==> src/rtl/npu_instr_fetch.sv <==
// Instruction fetch/queue stage: streams a program from instruction memory, checks
// each word's prefix and queues good words for Control_Unit on a valid/ready port.
module npu_instr_fetch #(
    parameter int unsigned ADDR_W = 16,
    parameter int unsigned DEPTH  = 4,
    parameter logic [3:0]  PREFIX = 4'b0001
) (
    input  logic              clk,
    input  logic              rst,
    input  logic              start,
    input  logic [ADDR_W-1:0] base_addr,
    input  logic [ADDR_W-1:0] instr_count,
    output logic              imem_req,
    output logic [ADDR_W-1:0] imem_addr,
    input  logic              imem_rvalid,
    input  logic [63:0]       imem_rdata,
    output logic              instr_valid,
    output logic [63:0]       instruction,
    input  logic              instr_ready,
    output logic              busy,
    output logic              done,
    output logic              err_prefix
);

    localparam int unsigned PTR_W = $clog2(DEPTH);
    localparam int unsigned CNT_W = PTR_W + 1;

    typedef enum logic [1:0] {IDLE, FETCH, DRAIN, DONE} state_t;

    state_t              state, state_next;
    logic [ADDR_W-1:0]   base_q, count_q, issued_q;
    logic [CNT_W-1:0]    outst_q, fifo_cnt_q;
    logic [PTR_W-1:0]    wr_ptr, rd_ptr;
    logic [63:0]         mem [DEPTH];

    logic                active_c, start_ok_c, ret_c, good_c, bad_c, pop_c, issue_c;
    logic [63:0]         head_next_c;

    always_comb begin
        active_c   = (state == FETCH) || (state == DRAIN);
        start_ok_c = start && ((state == IDLE) || (state == DONE));
        ret_c      = imem_rvalid && active_c;
        good_c     = ret_c && (imem_rdata[63:60] == PREFIX) && !err_prefix;
        bad_c      = ret_c && (imem_rdata[63:60] != PREFIX) && !err_prefix;
        pop_c      = instr_valid && instr_ready;
        // Capacity counts in-flight reads so a return can never find the FIFO full.
        issue_c    = (state == FETCH) && !bad_c && !err_prefix && (issued_q < count_q) &&
                     ((CNT_W+1)'(fifo_cnt_q) + (CNT_W+1)'(outst_q) < (CNT_W+1)'(DEPTH));
    end

    // Next-state logic
    always_comb begin
        state_next = state;
        case (state)
            IDLE, DONE: begin
                if (state == DONE) state_next = IDLE;
                if (start_ok_c) state_next = (instr_count == '0) ? DONE : FETCH;
            end
            FETCH: begin
                if (bad_c) state_next = DRAIN;
                else if (issue_c && (issued_q + ADDR_W'(1) == count_q)) state_next = DRAIN;
            end
            DRAIN: begin
                if ((outst_q == '0) && (fifo_cnt_q == '0)) state_next = DONE;
            end
            default: state_next = IDLE;
        endcase
    end

    // Head register tracks whatever word will sit at the FIFO head after this cycle.
    always_comb begin
        head_next_c = instruction;
        if (pop_c) begin
            if (fifo_cnt_q > CNT_W'(1)) head_next_c = mem[rd_ptr + PTR_W'(1)];
            else if (good_c)           head_next_c = imem_rdata;
        end else if ((fifo_cnt_q == '0) && good_c) begin
            head_next_c = imem_rdata;
        end
    end

    always_ff @(posedge clk or posedge rst) begin
        if (rst) begin
            state       <= IDLE;
            base_q      <= '0;
            count_q     <= '0;
            issued_q    <= '0;
            outst_q     <= '0;
            fifo_cnt_q  <= '0;
            wr_ptr      <= '0;
            rd_ptr      <= '0;
            imem_req    <= 1'b0;
            imem_addr   <= '0;
            instr_valid <= 1'b0;
            instruction <= '0;
            busy        <= 1'b0;
            done        <= 1'b0;
            err_prefix  <= 1'b0;
        end else begin
            state    <= state_next;
            busy     <= (state_next == FETCH) || (state_next == DRAIN);
            done     <= (state_next == DONE);
            imem_req <= issue_c;
            if (issue_c) imem_addr <= base_q + issued_q;
            if (start_ok_c) begin
                base_q   <= base_addr;
                count_q  <= instr_count;
                issued_q <= '0;
            end else if (issue_c) begin
                issued_q <= issued_q + ADDR_W'(1);
            end
            if (start_ok_c)  err_prefix <= 1'b0;
            else if (bad_c)  err_prefix <= 1'b1;
            outst_q     <= outst_q + CNT_W'(issue_c) - CNT_W'(ret_c);
            fifo_cnt_q  <= fifo_cnt_q + CNT_W'(good_c) - CNT_W'(pop_c);
            instr_valid <= (fifo_cnt_q + CNT_W'(good_c) - CNT_W'(pop_c)) != '0;
            instruction <= head_next_c;
            if (good_c) wr_ptr <= wr_ptr + PTR_W'(1);
            if (pop_c)  rd_ptr <= rd_ptr + PTR_W'(1);
        end
    end

    // FIFO storage needs no reset; the counter decides what is valid.
    always_ff @(posedge clk) begin
        if (good_c) mem[wr_ptr] <= imem_rdata;
    end

endmodule
==> config.mk <==
export PLATFORM = sky130hd
export DESIGN_NAME = npu_instr_fetch
export DESIGN_NICKNAME = d
export VERILOG_FILES = /design/src/rtl/npu_instr_fetch.sv
export SDC_FILE = /design/constraint.sdc
export NUM_CORES = 1
export LEC_CHECK = 0
export ABC_AREA = 1
export BUFFER_PORTS_ARGS = -buffer_cell sky130_fd_sc_hd__buf_2
export CORE_MARGIN = 4
export CORE_UTILIZATION = 55
export DETAILED_ROUTE_END_ITERATION = 8
export PLACE_DENSITY = 0.79
export SYNTH_ARGS = -nofsm -noshare
export SYNTH_HDL_FRONTEND = slang
export SYNTH_SLANG_ARGS = --single-unit
==> constraint.sdc <==
create_clock -name clk -period 6.1 [get_ports clk]
set_input_delay 1.22 -clock clk [delete_from_list [all_inputs] [get_ports clk]]
set_output_delay 1.22 -clock clk [all_outputs]
set_load 0.03 [all_outputs]
==> flow_summary.yaml <==
cells_and_area:
  area_growth_pct: 15.7
  n_fill_cell: 2302
  layout-drive-gt1-share: 0.178
  fin_area_mm2: 0.0201
  finalNetCount: 1877
sta:
  rsz0062_at_grt: "no"
  finalSetupViolations: 0
  tightestPinTransition_ns: 1.04
  drv_slew: 0
  final.period_utilization: 0.567
  final_hold_viol_count: 0
  period_minus_slack_ns: 3.46
  clock-skew-final_ns: 0.0183
  slew_headroom: 0.302
  fin_tns_setup_ns: 0
  max_clock_freq_mhz: 289
logic_synthesis:
  synthCells: 1549
  synth_mux_area_frac: 0.0150
  synthMostInstantiatedCell: "nand2_1"
  synthAdderAreaFrac: 0.0365
  avgSynthCellArea_um2: 11.2
  ys_seq_area_frac: 0.650
  synthTopCellsByArea: "edfxtp_1 44%, dfrtp_1 21%, nand2_1 8.0%"
  synthDistinctLibCells: 49
  netlist.area_leader.share: 0.442
  syn_nets: 1699
  synth_xor_xnor_area_share: 0.0101
  synth_top_family_by_area: "simple AND/OR/NAND/NOR gates"
  ys_ff_latch: 401
  synth_compound_area_frac: 0.112
  synth_edf_count: 256
  synth-simple-area-share: 0.129
  synth-main-ff-cell: "edfxtp_1"
  syn-cell-area_mm2: 0.0174
  async_flop_share: 0.362
  synth_commonest_cells: "370 x nand2_1, 256 x edfxtp_1, 145 x dfrtp_1"
  synth_warnings: 0
  yosysTopAreaCell: "edfxtp_1"
clock_tree:
  insertion_delay_ns: 0.54
  cts.reportedPaths.clkPinSlew_ns: 0.06
  htreeDepth: 2
  clock_path_buffers: 3
  cts-resized-gates: 0
  hold_buffers: 0
  cts-root-buf: "clkbuf_16"
  clkSinkCount: 401
  cts_tree: "built"
  postCtsSetupRepairBufs: 0
  cts_buffers: 41
pwr:
  ir_drop_v: 0.000256
  p_per_area_mw_per_mm2: 468
  p_int_w: 0.00584
  p_leak_nw: 8.36
  combPwrFrac: 0.347
  power_switching_share: 0.380
  clkPwrFrac: 0.266
  p_seq_frac: 0.387
  p_switching_w: 0.00359
status:
  run_status: "finished, final reports clean"
worst_setup_path:
  critPathTopFamily: "buffers and inverters"
  worstSetupPathType: "in2reg"
  path_depth: 9
  crit_required_ns: 6.51
  rr_worst_depth: 10
  start_kind: "primary input"
  cp_slowest_stage_delay_ns: 0.75
  cp_slowest_cell: "buf_4"
  path_buf_inv: 3
  crit_fanout: 93
  arrival_ns: 3.87
  cp-end-kind: "flip-flop"
  worstPathCellList: "buf_2 -> nor2_1 -> nand3b_1 -> nor3_2 -> inv_1 -> ha_1 -> a22oi_2 -> buf_4 -> mux2_2"
floorplan:
  dieArea_mm2: 0.0345
  die_h_um: 186
  coreArea_mm2: 0.0309
  rows: 64
  fp.dieW_um: 186
  io_pins: 186
  initial_core_util: 0.563
worst_hold_path:
  min_path_type: "reg2reg"
  hold_depth: 2
place:
  dpl.hpwl_um: 25400
  numPortBuffers: 185
  place.gp.congestion: 0.893
  placed_area_mm2: 0.0187
grt:
  grt_use_total: 0.237
  grt_pass1_wl_um: 65000
  grt_max_degree: 94
  first_global_vias: 12500
  antenna_found_initial: 4
  grt-ovfl-total: 0
job:
  cap_violations: 0
drt:
  viasPerCell: 5.73
  routedWlPerCell_um: 18.9
  wirelength_um: 40700
  firstDrtPassIters: 5
  drt_iter0_markers: 1005
  postRouteAntennaNets: 0
  vias: 12400
  drcViolationCount: 0
power groups by stage:
stage / Combinational (W) / Clock (W) / Sequential, W
2_1_floorplan: 0.00181 / 0 / 0.00414
3_3_place_gp: 0.00315 / 0 / 0.00368
3_5_place_dp: 0.00326 / 0 / 0.00369
4_1_cts: 0.00329 / 0.00255 / 0.00365
5_1_grt: 0.00365 / 0.00266 / 0.00369
6_report: 0.00327 / 0.00251 / 0.00365
flip-flops by register name, indices dropped and copies added (netlist names):
register / count
rd_ptr: 2
outst_q: 3
imem_req: 1
state: 2
instr_valid: 1
busy: 1
done: 1
instruction: 64
mem: 256
imem_addr: 16
fifo_cnt_q: 3
err_prefix: 1
count_q: 16
wr_ptr: 2
base_q: 16
issued_q: 16
stage by stage:
stage	utilization	power, W	worst slack (ns)	hold slack, ns	std cells
floorplan	-	0.00595	0.985	0.455	1549
detailed placement	0.606	0.00695	2.09	0.467	2080
finish	0.651	0.00942	2.64	0.481	2157
global placement	0.606	0.00683	2.22	0.463	2080
CTS	0.651	0.00949	2.65	0.483	2156
global route	0.651	0.0100	2.35	0.510	2157
path summary, 6_finish.rpt:
kind | from | to | slack [ns]
max | imem_rdata[63] | instruction[58] | 2.64
min reg2reg | imem_addr[2] | imem_addr[2] | 0.48
min in group asynchronous | rst | instruction[41] | 0.90
min | imem_addr[2] | imem_addr[2] | 0.48
max reg2reg | state[0] | instruction[58] | 2.72
max in group asynchronous | rst | instruction[60] | 3.91
placed cells by master (no fill, tap or decap), types with 7 or more instances in the layout:
cell       synthesis  final
buf_2             14    185
edfxtp_1         256    256
a221o_1           27     27
o21ai_0          130    130
nand4_1           15     15
clkinv_1           3     11
ha_1              46     46
xor2_1            14     14
nand2_1          370    370
o211ai_1          18     18
dfrtp_1          145    143
a21oi_1           50     50
nor2_4             5     11
a31oi_1           25     25
nor2_1            65     59
o21ai_1           11     11
clkbuf_1          45      8
buf_4              5     14
mux2_2            16     16
clkbuf_16          0     42
inv_1            127    126
nand3_1           60     60
clkbuf_8           0      7
mux2i_1            8      8
o22ai_1           14     14
o221ai_1          27     27
layer usage:
layer  vias up  track usage  wire length [um]
met5         -            0                21
met4         4       0.0758              1010
met3        81       0.0375              2810
met2       449        0.393             19800
met1      6014        0.326             17100
li1       5816            -                 -
layout make-up:
type | count | area (um2) | share of cell area
inverters | 136 | 515 | 0.0256
repair buffers | 202 | 1090 | 0.0542
clock buffers | 57 | 1180 | 0.0585
clock inverters | 19 | 199 | 0.00989
multi-input cells | 945 | 5320 | 0.264
diodes | 1 | 2.50 | 0.000124
flip-flops and latches | 401 | 11300 | 0.563
well taps | 396 | 495 | 0.0246
cells by family after synthesis:
group | after synthesis
buf+inv | 203
compound gates | 315
flops | 401
xor+xnor | 20
mux | 24
fa+ha+maj | 49
simple gates | 537
worst register-to-register path, cell delays in order, from the launching register on:
cell	delay, ns
dfrtp_1	0.35
inv_1	0.07
ha_1	0.35
inv_2	0.09
nand2_2	0.08
nor3_2	0.31
inv_1	0.27
ha_1	0.31
a22oi_2	0.21
buf_4	0.75
mux2_2	0.47
Note: power is estimated with default switching activity, not from simulation.
